File: src/rtl/ps2_pkg.sv
// Purpose: shared byte constants, FSM state encoding and event layout for the PS/2 front end.
// Latency: n/a (declarations only).
// Backpressure: n/a (declarations only).
package ps2_pkg;

    // Prefix bytes of set-2 scan sequences
    localparam logic [7:0] BYTE_E0 = 8'hE0;
    localparam logic [7:0] BYTE_F0 = 8'hF0;
    localparam logic [7:0] BYTE_E1 = 8'hE1;

    // Device status / response bytes that never form part of a key event
    localparam logic [7:0] BYTE_ACK      = 8'hFA;
    localparam logic [7:0] BYTE_BAT_OK   = 8'hAA;
    localparam logic [7:0] BYTE_ECHO     = 8'hEE;
    localparam logic [7:0] BYTE_RESEND   = 8'hFE;
    localparam logic [7:0] BYTE_BAT_FAIL = 8'hFC;
    localparam logic [7:0] BYTE_ERR_00   = 8'h00;
    localparam logic [7:0] BYTE_ERR_FF   = 8'hFF;

    // Pause emits as extended 77 once the 7 bytes after E1 have arrived
    localparam logic [7:0] PAUSE_CODE = 8'h77;
    localparam logic [2:0] PAUSE_LAST = 3'd6;

    typedef enum logic [2:0] {
        ST_IDLE    = 3'd0,
        ST_EXT     = 3'd1,
        ST_BRK     = 3'd2,
        ST_EXT_BRK = 3'd3,
        ST_PAUSE   = 3'd4
    } state_t;

    typedef struct packed {
        logic       ext;
        logic       brk;
        logic [7:0] code;
    } evt_t;

    localparam int EVT_W = 10;

    function automatic logic is_status(input logic [7:0] b);
        return (b == BYTE_ACK)    || (b == BYTE_BAT_OK)   || (b == BYTE_ECHO) ||
               (b == BYTE_RESEND) || (b == BYTE_BAT_FAIL) ||
               (b == BYTE_ERR_00) || (b == BYTE_ERR_FF);
    endfunction

endpackage

File: src/rtl/ps2_evt_fifo.sv
// Purpose: show-ahead event FIFO, DEPTH x W, head always visible on dat_o while not empty.
// Latency: a push into an empty FIFO is visible (empty_o=0) the cycle after.
// Backpressure: push while full is ignored unless a pop happens the same cycle.
// Ports: clk_i/reset_i (sync, active-high); push_i/push_dat_i write side;
//        pop_i read side (ignored when empty); dat_o head; full_o/empty_o status.
module ps2_evt_fifo #(
    parameter int DEPTH = 4,
    parameter int W     = 10
) (
    input  logic         clk_i,
    input  logic         reset_i,
    input  logic         push_i,
    input  logic [W-1:0] push_dat_i,
    input  logic         pop_i,
    output logic [W-1:0] dat_o,
    output logic         full_o,
    output logic         empty_o
);

    localparam int AW = (DEPTH > 1) ? $clog2(DEPTH) : 1;

    logic [W-1:0]  mem_q [DEPTH];
    logic [AW-1:0] wr_ptr_q;
    logic [AW-1:0] rd_ptr_q;
    logic [AW:0]   cnt_q;
    logic          pop_ok;
    logic          push_ok;

    assign empty_o = (cnt_q == '0);
    assign full_o  = (cnt_q == (AW+1)'(DEPTH));
    assign pop_ok  = pop_i && !empty_o;
    // A full FIFO still accepts a push when the head leaves in the same cycle
    assign push_ok = push_i && (!full_o || pop_ok);
    assign dat_o   = mem_q[rd_ptr_q];

    always_ff @(posedge clk_i) begin
        if (push_ok) begin
            mem_q[wr_ptr_q] <= push_dat_i;
        end
    end

    // DEPTH is a power of two, so pointers wrap by natural overflow
    always_ff @(posedge clk_i) begin
        if (reset_i) begin
            wr_ptr_q <= '0;
            rd_ptr_q <= '0;
            cnt_q    <= '0;
        end else begin
            if (push_ok) begin
                wr_ptr_q <= wr_ptr_q + AW'(1);
            end
            if (pop_ok) begin
                rd_ptr_q <= rd_ptr_q + AW'(1);
            end
            if (push_ok && !pop_ok) begin
                cnt_q <= cnt_q + (AW+1)'(1);
            end else if (pop_ok && !push_ok) begin
                cnt_q <= cnt_q - (AW+1)'(1);
            end
        end
    end

endmodule

File: src/rtl/ps2_scan_sequencer.sv
// Purpose: turns PS/2 set-2 scan bytes into make/break key events (E0, F0, E1 pause, status drop).
// Latency: event pushed the cycle after its final byte; evt_valid rises 2 clk after that tick.
// Backpressure: none towards rx; events arriving at a full FIFO are dropped and flagged in overflow.
// Ports: clk, reset (sync, active-high); rx_done_tick/rx_data byte input; rd_en pops head;
//        evt_valid/evt_code/evt_break/evt_ext head event; overflow sticky; err_timeout pulse.
module ps2_scan_sequencer
    import ps2_pkg::*;
#(
    parameter int DEPTH         = 4,
    parameter int TIMEOUT_CYC   = 100000,
    parameter int FILTER_REPEAT = 1
) (
    input  logic       clk,
    input  logic       reset,
    input  logic       rx_done_tick,
    input  logic [7:0] rx_data,
    input  logic       rd_en,
    output logic       evt_valid,
    output logic [7:0] evt_code,
    output logic       evt_break,
    output logic       evt_ext,
    output logic       overflow,
    output logic       err_timeout
);

    localparam int TW = (TIMEOUT_CYC > 1) ? $clog2(TIMEOUT_CYC) : 1;

    state_t          state_q, state_d;
    logic [2:0]      pcnt_q, pcnt_d;
    logic [TW-1:0]   tcnt_q, tcnt_d;
    logic            held_vld_q, held_vld_d;
    logic [8:0]      held_q, held_d;
    logic            push_vld_q;
    evt_t            push_dat_q;
    logic            err_q;
    logic            ovf_q;

    logic            emit;
    evt_t            emit_evt;
    logic            timeout;
    logic            key_match;
    logic            drop;

    logic            fifo_full;
    logic            fifo_empty;
    logic [EVT_W-1:0] fifo_dat;
    evt_t            head;
    logic            pop;

    // Sequence decoder: advances only on byte ticks, except for the idle timeout
    always_comb begin
        state_d  = state_q;
        pcnt_d   = pcnt_q;
        tcnt_d   = tcnt_q;
        emit     = 1'b0;
        emit_evt = '0;
        timeout  = 1'b0;

        if (rx_done_tick) begin
            tcnt_d        = '0;
            emit_evt.code = rx_data;
            case (state_q)
                ST_IDLE: begin
                    if (rx_data == BYTE_E0) begin
                        state_d = ST_EXT;
                    end else if (rx_data == BYTE_F0) begin
                        state_d = ST_BRK;
                    end else if (rx_data == BYTE_E1) begin
                        state_d = ST_PAUSE;
                        pcnt_d  = '0;
                    end else if (!is_status(rx_data)) begin
                        emit = 1'b1;
                    end
                end
                ST_EXT: begin
                    if (rx_data == BYTE_F0) begin
                        state_d = ST_EXT_BRK;
                    end else if (rx_data == BYTE_E0) begin
                        state_d = ST_EXT;
                    end else if (rx_data == BYTE_E1) begin
                        state_d = ST_PAUSE;
                        pcnt_d  = '0;
                    end else begin
                        emit         = 1'b1;
                        emit_evt.ext = 1'b1;
                        state_d      = ST_IDLE;
                    end
                end
                ST_BRK: begin
                    emit         = 1'b1;
                    emit_evt.brk = 1'b1;
                    state_d      = ST_IDLE;
                end
                ST_EXT_BRK: begin
                    emit         = 1'b1;
                    emit_evt.brk = 1'b1;
                    emit_evt.ext = 1'b1;
                    state_d      = ST_IDLE;
                end
                ST_PAUSE: begin
                    // Pause bytes are counted, never inspected
                    if (pcnt_q == PAUSE_LAST) begin
                        emit          = 1'b1;
                        emit_evt.ext  = 1'b1;
                        emit_evt.code = PAUSE_CODE;
                        state_d       = ST_IDLE;
                    end else begin
                        pcnt_d = pcnt_q + 3'd1;
                    end
                end
                default: begin
                    state_d = ST_IDLE;
                end
            endcase
        end else if (state_q != ST_IDLE) begin
            if (tcnt_q == TW'(TIMEOUT_CYC - 1)) begin
                timeout = 1'b1;
                tcnt_d  = '0;
                state_d = ST_IDLE;
            end else begin
                tcnt_d = tcnt_q + TW'(1);
            end
        end
    end

    // Typematic repeat filter against the single held key; breaks always pass
    always_comb begin
        held_vld_d = held_vld_q;
        held_d     = held_q;
        key_match  = held_vld_q && (held_q == {emit_evt.ext, emit_evt.code});
        drop       = emit && !emit_evt.brk && (FILTER_REPEAT != 0) && key_match;
        if (emit && !drop) begin
            if (!emit_evt.brk) begin
                held_vld_d = 1'b1;
                held_d     = {emit_evt.ext, emit_evt.code};
            end else if (key_match) begin
                held_vld_d = 1'b0;
            end
        end
    end

    always_ff @(posedge clk) begin
        if (reset) begin
            state_q    <= ST_IDLE;
            pcnt_q     <= '0;
            tcnt_q     <= '0;
            held_vld_q <= 1'b0;
            held_q     <= '0;
            push_vld_q <= 1'b0;
            push_dat_q <= '0;
            err_q      <= 1'b0;
            ovf_q      <= 1'b0;
        end else begin
            state_q    <= state_d;
            pcnt_q     <= pcnt_d;
            tcnt_q     <= tcnt_d;
            held_vld_q <= held_vld_d;
            held_q     <= held_d;
            push_vld_q <= emit && !drop;
            push_dat_q <= emit_evt;
            err_q      <= timeout;
            if (push_vld_q && fifo_full && !pop) begin
                ovf_q <= 1'b1;
            end
        end
    end

    assign pop = rd_en && evt_valid;

    ps2_evt_fifo #(
        .DEPTH (DEPTH),
        .W     (EVT_W)
    ) u_fifo (
        .clk_i      (clk),
        .reset_i    (reset),
        .push_i     (push_vld_q),
        .push_dat_i (push_dat_q),
        .pop_i      (pop),
        .dat_o      (fifo_dat),
        .full_o     (fifo_full),
        .empty_o    (fifo_empty)
    );

    assign head        = fifo_dat;
    assign evt_valid   = !fifo_empty;
    // Zero the head fields while empty so stale storage never leaks out
    assign evt_code    = evt_valid ? head.code : 8'h00;
    assign evt_break   = evt_valid && head.brk;
    assign evt_ext     = evt_valid && head.ext;
    assign overflow    = ovf_q;
    assign err_timeout = err_q;

endmodule

File: config.mk
export PLATFORM = sky130hd
export DESIGN_NAME = ps2_scan_sequencer
export DESIGN_NICKNAME = d
export VERILOG_FILES = /design/src/rtl/ps2_pkg.sv /design/src/rtl/ps2_evt_fifo.sv /design/src/rtl/ps2_scan_sequencer.sv
export SDC_FILE = /design/constraint.sdc
export NUM_CORES = 1
export LEC_CHECK = 0
export ABC_AREA = 1
export CORE_ASPECT_RATIO = 0.5
export CORE_MARGIN = 2
export CORE_UTILIZATION = 35
export CTS_BUF_LIST = sky130_fd_sc_hd__clkbuf_4
export DETAILED_ROUTE_END_ITERATION = 12
export HOLD_SLACK_MARGIN = 0.06
export RECOVER_POWER = 100
export SLEW_MARGIN = 20
export SYNTH_ARGS = -nofsm -noshare
export SYNTH_HDL_FRONTEND = slang
export SYNTH_SLANG_ARGS = --single-unit
File: constraint.sdc
create_clock -name clk -period 2 [get_ports clk]
set_input_delay 0.4 -clock clk [delete_from_list [all_inputs] [get_ports clk]]
set_output_delay 0.4 -clock clk [all_outputs]
set_load 0.02 [all_outputs]
Word level (Yosys, flattened, before mapping)

Memory sizes are Yosys's and may differ from the RTL's. A register that Yosys moved wholly into a read port is not among the register bits.
Index checks and enable logic that the tools add are counted.

Multiplexer cells: 44
Eq/ne operators: 25
Add/subtract/negate cells: 6
Reduce and logical (&&, ||, !) cells: 42
Bitwise logic cells: 2

Operator list:

| kind                  | count |
|---|---|
| $eq 8x8->1 const B    | 9 |
| $mux 3                | 18 |
| $mux 8                | 3 |
| $pmux 3 s3            | 2 |
| $add 17x1->17 const B | 1 |
| $eq 17x17->1 const B  | 1 |
| $mux 17               | 1 |
| $mux 1                | 15 |
| $logic_and 1x1->1     | 13 |
| $mux 10               | 1 |
| $ne 2x2->1 const B    | 5 |
| $eq 3x3->1 const B    | 3 |
| $eq 9x9->1            | 1 |
| $logic_not 8->1       | 1 |
| $logic_not 1->1       | 7 |
| $logic_or 1x1->1      | 7 |
| $reduce_and 7->1      | 1 |
| $add 3x1->3 const B   | 2 |
| $eq 3x2->1 const B    | 2 |
| $logic_not 3->1       | 2 |
| $reduce_bool 2->1     | 3 |
| $reduce_bool 3->1     | 2 |
| $ne 5x5->1 const B    | 1 |
| $add 2x1->2 const B   | 2 |
| 12 further kinds      | 16 |

RAM bits: 40
Output and inout port bits: 13
Bits in registers: 53
Memories: 1
Input port bits: 12
Logic and storage cells: 134

Memories:

| memory       | depth | bits a word | rd ports | clocked after memory_dff | write ports | RTL line           | RTL |
|---|---|---|---|---|---|---|---|
| u_fifo.mem_q | 4     | 10          | 1        | 1                        | 1           | ps2_evt_fifo.sv:22 | `logic [W-1:0] mem_q [DEPTH];` |

Depth between registers and ports, before layout

Gate-level depths: netlist (run 1).

Word-level depth: 18
Depth in mapped cells: 18

By module

Synthesis (run 1) repeated with hierarchy kept, for this count alone.

Cells, all modules: 568
Area, all modules: 4596.9 sq um

Modules (own cells, without submodules):

| module             | cells each | sequential area each (sq um) | instances | area each (sq um) |
|---|---|---|---|---|
| ps2_scan_sequencer | 399        | 920.9                        | 1         | 2595.0 |
| ps2_evt_fifo       | 169        | 1381.3                       | 1         | 2001.9 |

Worst setup path after synthesis (run 1)

OpenSTA, ideal clock, no wires.

Path kind: register -> register
Start: reg u_fifo.cnt_q[0]
End: reg u_fifo.cnt_q[2]
Setup slack: 0.040 ns
Data required time: 1.878 ns
Path buffers: 0
Stages on the path, launching flop included: 13
Period minus slack after synthesis: 1.960 ns
Arrival time: 1.838 ns
Cell sequence: dfxtp_1 > nor2_1 > nand2_1 > inv_1 > nor2_1 > inv_1 > ha_1 > inv_1 > fa_1 > a21oi_1 > o21ai_0 > o21ai_0 > a21oi_1

Longest elaborated chain between the ends: 9
Elaborated cells between the ends (all ways): 17
Those cells by class: add/sub (2); eq/ne (1); mux (2); reduce/logical (12)

RTL lines:

| item                        | RTL line                  | RTL |
|---|---|---|
| from (decl)                 | ps2_evt_fifo.sv:25        | `logic [AW:0] cnt_q;` |
| from (signal assigned)      | ps2_evt_fifo.sv:56        | `cnt_q <= cnt_q + (AW+1)'(1);` |
| from (signal assigned)      | ps2_evt_fifo.sv:58        | `cnt_q <= cnt_q - (AW+1)'(1);` |
| $logic_not 3->1 *           | ps2_evt_fifo.sv:29        | `assign empty_o = (cnt_q == '0);` |
| $logic_not 1->1 *           | ps2_scan_sequencer.sv:185 | `assign evt_valid = !fifo_empty;` |
| named net evt_valid         | ps2_scan_sequencer.sv:18  | `output logic evt_valid,` |
| $logic_and 1x1->1           | ps2_scan_sequencer.sv:168 | `assign pop = rd_en && evt_valid;` |
| $logic_and 1x1->1 *         | ps2_evt_fifo.sv:31        | `assign pop_ok = pop_i && !empty_o;` |
| $logic_or 1x1->1            | ps2_evt_fifo.sv:33        | `assign push_ok = push_i && (!full_o \|\| pop_ok);` |
| $logic_and 1x1->1           | ps2_evt_fifo.sv:33        |  |
| $logic_not 1->1             | ps2_evt_fifo.sv:57        | `end else if (pop_ok && !push_ok) begin` |
| $logic_and 1x1->1           | ps2_evt_fifo.sv:57        |  |
| $reduce_bool 2->1 (no line) | --                        |  |

The timed path passes the listed nets; every way through them passes the cells marked *. The select of a mux whose other input is x is not followed.
A chain may end at the register's enable or synchronous reset.

Final worst setup path (run 1)

Start: reg pcnt_q[0]
End: reg held_vld_q

Longest elaborated chain between the ends: 10
Elaborated cells between the ends (all ways): 16
Those cells by class: eq/ne (3); mux (7); reduce/logical (6)

RTL lines:

| item                                 | RTL line                  | RTL |
|---|---|---|
| from (decl)                          | ps2_scan_sequencer.sv:29  | `logic [2:0] pcnt_q, pcnt_d;` |
| from (signal assigned)               | ps2_scan_sequencer.sv:155 | `pcnt_q <= pcnt_d;` |
| $eq 3x3->1 *                         | ps2_scan_sequencer.sv:102 | `if (pcnt_q == PAUSE_LAST) begin` |
| $mux 1 or $mux 8 (tied branches)     | ps2_scan_sequencer.sv:102 |  |
| $pmux 1 s3 or $mux 8 (tied branches) | ps2_scan_sequencer.sv:62  | `case (state_q)` |
| $mux 10                              | ps2_scan_sequencer.sv:59  | `if (rx_done_tick) begin` |
| $eq 9x9->1                           | ps2_scan_sequencer.sv:130 | `key_match = held_vld_q && (held_q == {emit_evt.ext, emit_evt.code});` |
| $logic_and 1x1->1                    | ps2_scan_sequencer.sv:130 |  |
| $logic_and 1x1->1                    | ps2_scan_sequencer.sv:131 | `drop = emit && !emit_evt.brk && (FILTER_REPEAT != 0) && key_match;` |
| $logic_not 1->1                      | ps2_scan_sequencer.sv:132 | `if (emit && !drop) begin` |
| $logic_and 1x1->1                    | ps2_scan_sequencer.sv:132 |  |
| $reduce_and 2->1 (no line) *         | --                        |  |
| to (signal assigned)                 | ps2_scan_sequencer.sv:157 | `held_vld_q <= held_vld_d;` |
| to (decl)                            | ps2_scan_sequencer.sv:31  | `logic held_vld_q, held_vld_d;` |

Every way passes the cells marked *; elsewhere a longest branch is shown, timed or not.

==> results of run 1 <==
metrics by stage:
step / utilization (%) / hold WS [ps] / setup slack [ps]
2_1_floorplan: - / 436 / 40.2
3_3_place_gp: 43.2 / 441 / -336
3_5_place_dp: 43.2 / 450 / -419
4_1_cts: 44.6 / 470 / 3.41
5_1_grt: 46.3 / 499 / -189
6_report: 46.3 / 463 / -12.5
synthesized netlist by cell type, drive strengths merged:
cell | n | area share (%)
fa | 1 | 0.45
o211a | 1 | 0.23
nor4 | 2 | 0.28
xor2 | 6 | 1.2
clkinv | 1 | 0.084
buf | 7 | 1.0
a31o | 1 | 0.20
inv | 74 | 6.2
nor2 | 108 | 9.3
a211oi | 2 | 0.34
a41oi | 1 | 0.20
nor3 | 4 | 0.45
dfxtp | 55 | 25
a21oi | 37 | 4.2
nand3 | 23 | 2.8
and2 | 2 | 0.28
nand2 | 107 | 9.5
nor3b | 1 | 0.17
xnor2 | 2 | 0.39
clkbuf | 8 | 0.68
and3 | 3 | 0.42
o221ai | 1 | 0.20
o21ai | 39 | 4.4
or2 | 1 | 0.14
ha | 8 | 2.3
nand4 | 18 | 2.5
edfxtp | 40 | 27
o31ai | 1 | 0.17
final timing paths:
kind / endpoint / cells after the start / slack (ps) / from
max: held_vld_q / 19 / -10 / pcnt_q[0]
min: overflow / 2 / 460 / overflow
max reg2reg: held_vld_q / 19 / -10 / pcnt_q[0]
min reg2reg: overflow / 2 / 460 / overflow
per-layer routing:
layer,track usage [%],up-vias
li1,-,2010
met1,18.8,1739
met2,25.3,39
met3,4.17,10
met4,4.10,0
met5,0,-
power groups by stage:
stage          Combinational, mW  Sequential (mW)  Clock, mW
5_1_grt                     1.89             2.22       1.10
2_1_floorplan              0.827             2.22          0
3_3_place_gp                1.60             2.22          0
3_5_place_dp                1.62             2.23          0
6_report                    1.71             2.21      0.974
4_1_cts                     1.53             2.19       1.01
flip-flops by register name, summed over array words and instances, names as in the netlist, named ones only:
name and count:
held_q 9, u_fifo.cnt_q 3, state_q 3, push_vld_q 1
held_vld_q 1, pcnt_q 3, u_fifo.mem_q 40, push_dat_q 10
err_timeout 1, overflow 1, u_fifo.wr_ptr_q 2, tcnt_q 17
u_fifo.rd_ptr_q 2
worst max-delay path, delay by kind of cell (launching register included):
kind                     cells  cell delay [ps]
AND/OR/NAND/NOR             11              810
flip-flops                   1              350
AO/OA/AOI/OAI                1               50
adder cells (fa/ha/maj)      1              120
buffers and inverters        6              570
cell type report:
| cell class | instances | area, um2 |
|---|---|---|
| inverter | 75 | 282 |
| multi-input combinational | 369 | 1940 |
| sequential | 95 | 2320 |
| tap | 170 | 213 |
| fill | 1233 | 6730 |
| clock inverter | 7 | 61.3 |
| clock buffer | 9 | 67.6 |
| timing repair buffer | 106 | 913 |
kinds of logic (layout without fill, tap and decap cells):
logic type                 Yosys count  in the layout
and+or+nand+nor                    269            269
DFF                                 95             95
buffers and inverters               90            197
AOI/OAI and AO/OA                   83             83
adders and majority gates            9              9
xor gates and xnor gates             8              8
timing repair:
| action | 4_1_cts | 5_1_grt |
|---|---|---|
| gates resized for setup | 70 | 73 |
| gates cloned | 0 | 1 |
| pin swaps | 6 | 29 |
| setup buffers | 2 | 5 |
| setup endpoints to repair | 22 | 27 |
==> qor.txt, run 1 <==
post-synthesis mux area share: 0%
commonest non-fill, non-tap cell in the layout: nand2_1
Clock Path Buffers: 2
largest family of logic cells by synthesized area: simple AND/OR/NAND/NOR gates
Max Cap Viol: 0
Area growth, synth to finish: 30.3%
die area: 0.0137 mm2
routed wire length: 9740 um
Leakage: 2.48 nW
Placed Area: 0.00540 mm2
share of post-route cells with drive strength above 1: 25.4%
Ys Warns: 0
vias per cell: 4.57
post-synthesis cell type count: 38
root buf cell: clkbuf_4
IO buf count: 24
Wirelength per Cell: 11.7 um
Setup TNS Final: -37.9 ps
Max FO, Critical Path: 8
Slowest-stage cell, CP: dfxtp_2
placed cell count: 807
synthesized flop and latch total: 95
clock sink total: 95
Setup crit end kind: register
# IOs: 25
DRC: 0
pin count of the biggest net entering global routing: 19
VDD IR max: 0.000374 V
H-tree Lvls: 3
Power Dens Cells: 846 mW/mm2
post-synthesis compound-gate area fraction: 9.96%
CTS tree: built
Pwr Total: 4.90 mW
endpoints failing hold: 0
CTS buffer count: 9
CP Class: reg -> reg
simple-gate share of the synthesized area: 25.9%
total number of vias: 3798
CP Cell Sequence: inv_2 -> ha_4 -> nand2_2 -> inv_2 -> nand3_4 -> buf_6 -> nand2_4 -> nand2_4 -> nand2_2 -> buf_4 -> buf_4 -> buf_4 -> nand3_1 -> nor2_1 -> nand2_1 -> nor2_1 -> nand3_1 -> nand2_1 -> a21oi_2
Final Non-Filler Cells: 831
adder-cell share of the synthesized area: 2.70%
most frequent cells in the layout: nand2_1, nor2_1, buf_4, inv_1, dfxtp_1
Core Box Area: 0.0125 mm2
Initial DRT Pass Iterations: 4
final setup vio count: 5
ANT nets after route: 0
Hold Crit Class: reg -> reg
clock group share of total power: 19.9%
sw frac: 34.8%
initial antenna violation count: 0
post-route cell area: 0.00579 mm2
metal2 WL: 4560 um
Least-Margin Pin Slew: 545 ps
clock skew: 17.2 ps
DR top layer: met4
Tcrit/Tclk final: 101%
row count: 29
first-pass GRT wire length: 16300 um
nets: 677
Critical Path AT: 2370 ps
cell mode on critical path: buf_4
All-Layer GR Usage: 15.0%
Int Pwr: 3.20 mW
Die W: 163 um
fmax: 0.497 GHz
NetSw: 1.70 mW
Max transition margin: 63.6%
Clk pin slew, worst setup/hold paths: 160 ps
DP HPWL: 6960 um
type of origin of the critical path: register
RSZ-0062 raised after global routing: true
Post-Syn Area: 0.00445 mm2
wl on met1: 4740 um
failing checks: setup timing
post-cts hold buffer count: 0
number of global-route vias before repair: 3606
pins over their slew limit: 0
post-synth net total: 575
fin crit period: 2010 ps
clock latency on the worst-skew pair: 450 ps
gpl congestion: 0.842
syn_area_per_cell: 8.02 um2
final worst slack: -12.5 ps
slowest stage delay, CP: 350 ps
Die Ht: 83.7 um
Congestion Overflow GR: 0
diode count: 0
starting DRC count in detailed routing: 179
Seq/Total Area, Yosys: 51.8%
xor and xnor area share after synthesis: 1.58%
Initial Util: 35.5%
cells after synthesis: 554
combinational share of power: 35.0%
detailed route wirelength on metal3: 329 um
worst path required time: 2360 ps
status: complete, but fails checks
sequential share of power: 45.1%
Note: power is estimated with default switching activity, not from simulation.
==> inputs of run 2 (changes only) <==
--- a/config.mk
+++ b/config.mk
@@ -9,7 +9,6 @@
 export CORE_ASPECT_RATIO = 0.5
 export CORE_MARGIN = 2
 export CORE_UTILIZATION = 35
-export CTS_BUF_LIST = sky130_fd_sc_hd__clkbuf_4
 export DETAILED_ROUTE_END_ITERATION = 12
 export HOLD_SLACK_MARGIN = 0.06
 export RECOVER_POWER = 100
==> qor.txt, run 2 (synthesized netlist as in run 1, its figures left out) <==
status: complete, but fails checks
failing checks: setup timing
Hold Slack: 453 ps (-9.96 ps)
CTS buffer count: 9 (unchanged)
Die Ht: 83.7 um (unchanged)
CTS tree: built
Core Box Area: 0.0125 mm2 (unchanged)
VDD IR max: 0.000462 V (+24%)
H-tree Lvls: 3 (unchanged)
IO buf count: 24 (unchanged)
CP Cell Sequence: inv_2 -> ha_4 -> nand2_2 -> inv_2 -> nand3_4 -> buf_6 -> nand2_4 -> nand2_2 -> nand2_2 -> inv_1 -> nor2_1 -> nand2_1 -> nor2_4 -> nand2_4 -> buf_4 -> nand4_1 -> nand2_1 -> nor2_1
Max transition margin: 63.6% (about the same)
area taken by multi-input logic gates: 0.00192 mm2 (-0.78%)
final setup vio count: 4 (-1)
ANT nets after route: 0 (unchanged)
fin crit period: 2010 ps (+1.23 ps)
routed wire length: 9860 um (+1.2%)
clock latency on the worst-skew pair: 350 ps (-100 ps)
register area: 0.00231 mm2 (-0.27%)
max reg flops: 40 (unchanged)
Initial Util: 35.5% (unchanged)
commonest non-fill, non-tap cell in the layout: nor2_1
root buf cell: clkbuf_16
# IOs: 25 (unchanged)
cell mode on critical path: nand2_2
clock skew: 4.62 ps (-12.6 ps)
Least-Margin Pin Slew: 546 ps (+0.831 ps)
Worst R2R Start: pcnt_q[0]
clock sink total: 95 (unchanged)
Worst Hold Depth: 2 (unchanged)
CP Class: reg -> reg
Initial DRT Pass Iterations: 5 (+1)
Max Cap Viol: 0 (unchanged)
pins over their slew limit: 0 (unchanged)
Hold Path End: overflow
reg-to-reg endpoint: held_q[4]
Wirelength per Cell: 11.9 um (+1.4%)
row count: 29 (unchanged)
number of global-route vias before repair: 3609 (+0.083%)
worst path required time: 2280 ps (-80 ps)
Area growth, synth to finish: 31.8%
final worst slack: -13.7 ps (-1.23 ps)
RSZ-0062 raised after global routing: true
DRC: 0 (unchanged)
starting DRC count in detailed routing: 203 (+13%)
nets: 676 (-0.15%)
Max FO, Critical Path: 8 (unchanged)
pin count of the biggest net entering global routing: 19 (unchanged)
worst hold start: overflow
first-pass GRT wire length: 16400 um (+0.68%)
Die W: 163 um (unchanged)
most frequent cells in the layout: nor2_1, nand2_1, buf_4, inv_1, dfxtp_1
Leakage: 2.56 nW (+2.9%)
DP HPWL: 6960 um (unchanged)
placed cell count: 807 (unchanged)
Power Dens Cells: 923 mW/mm2 (+9.0%)
type of origin of the critical path: register
R2R setup slack: -10 ps (about the same)
share of post-route cells with drive strength above 1: 23.6% (-1.8 points)
vias per cell: 4.56 (-0.33%)
Biggest register: u_fifo.mem_q
total number of vias: 3781 (-0.45%)
Hold Crit Class: reg -> reg
Clock Path Buffers: 2 (unchanged)
sequential share of power: 40.6% (-4.5 points)
Clk pin slew, worst setup/hold paths: 70 ps (-90 ps)
slowest stage delay, CP: 320 ps (-30 ps)
R2R depth: 18 (-1)
diode count: 0 (unchanged)
NetSw: 1.74 mW (+2.1%)
All-Layer GR Usage: 15.0% (+0.035 points)
Critical Path AT: 2300 ps (-70 ps)
Setup crit end kind: register
clock group share of total power: 30.5% (+11 points)
Slowest-stage cell, CP: dfxtp_2
Congestion Overflow GR: 0 (unchanged)
combinational share of power: 28.9% (-6.1 points)
Int Pwr: 3.67 mW (+15%)
sw frac: 32.2% (-2.6 points)
Pwr Total: 5.41 mW (+10%)
die area: 0.0137 mm2 (unchanged)
endpoints failing hold: 0 (unchanged)
initial antenna violation count: 0 (unchanged)
fmax: 0.497 GHz (about the same)
Tcrit/Tclk final: 101% (about the same)
fill count: 1209 (-1.9%)
biggest regs: u_fifo.mem_q (40), tcnt_q (17), push_dat_q (10)
Final Non-Filler Cells: 830 (-0.12%)
gpl congestion: 0.842 (unchanged)
==> run 2: worst max-delay path, delay by kind of cell, from the launching register on <==
| family | cells | cell delay (ps) |
|---|---|---|
| simple gates | 12 | 1000 |
| buf+inv | 5 | 500 |
| flops | 1 | 320 |
| fa+ha+maj | 1 | 120 |
==> run 2: per-stage QoR <==
stage / instance area [um2] / utilization, % / setup WS, ps / TNS, ps
final: 5860 / 46.8 / -13.7 / -34.5
after global routing: 5860 / 46.8 / -205 / -1760
after CTS: 5780 / 46.1 / 0.390 / 0
after detailed placement: 5400 / 43.2 / -419 / -6220
after global placement: 5400 / 43.2 / -336 / -5000
after floorplan: 4450 / - / 40.2 / 0
==> run 2: area by class of cell <==
type	instances	share of cell area, %
sequential	95	39.5
inverter	75	4.80
tap	170	3.63
timing repair buffer	104	14.4
clock buffer	9	3.84
clock inverter	7	1.05
multi-input combinational	370	32.8
==> run 2: worst max path at each step <==
| stage | start | endpoint | slack (ps) | depth (start not counted) |
|---|---|---|---|---|
| final | pcnt_q[0] | held_q[4] | -10 | 18 |
| after global routing | pcnt_q[0] | held_q[1] | -200 | 18 |
| after CTS | register | evt_code[5] | 0.4 | 6 |
| after detailed placement | rx_data[5] | held_q[5] | -420 | 15 |
| after global placement | rx_data[4] | held_q[5] | -340 | 13 |
| after floorplan | u_fifo.cnt_q[0] | u_fifo.cnt_q[2] | 40 | 12 |
==> run 2: power groups by stage <==
stage,combinational (mW),sequential [mW],clock (mW)
after floorplan,0.827,2.22,0
after global placement,1.60,2.22,0
after detailed placement,1.62,2.23,0
after CTS,1.58,2.19,1.69
after global routing,1.74,2.21,1.77
final,1.57,2.19,1.65
==> run 2: per-layer routing <==
metal	up-vias	GRT usage, %	wire, um
met5	-	0	0
met4	0	5.07	144
met3	13	3.58	369
met2	53	25.2	4610
met1	1717	18.9	4730
li1	1998	-	-
==> run 2: timing repair <==
| action | in CTS | in global routing |
|---|---|---|
| pin swaps | 6 | 14 |
| hold buffers | 0 | 0 |
| gates resized for setup | 48 | 49 |
| buffers inserted | 2 | 4 |
| endpoints found under the setup margin | 21 | 30 |
| cloned | 0 | 1 |
==> inputs of run 3 (changes only) <==
--- a/config.mk
+++ b/config.mk
@@ -9,6 +9,7 @@
 export CORE_ASPECT_RATIO = 0.5
 export CORE_MARGIN = 2
 export CORE_UTILIZATION = 35
+export CTS_CLUSTER_SIZE = 14
 export DETAILED_ROUTE_END_ITERATION = 12
 export HOLD_SLACK_MARGIN = 0.06
 export RECOVER_POWER = 100
==> results of run 3 <==
Final layout, timing and power as in run 2 (identical DEF).
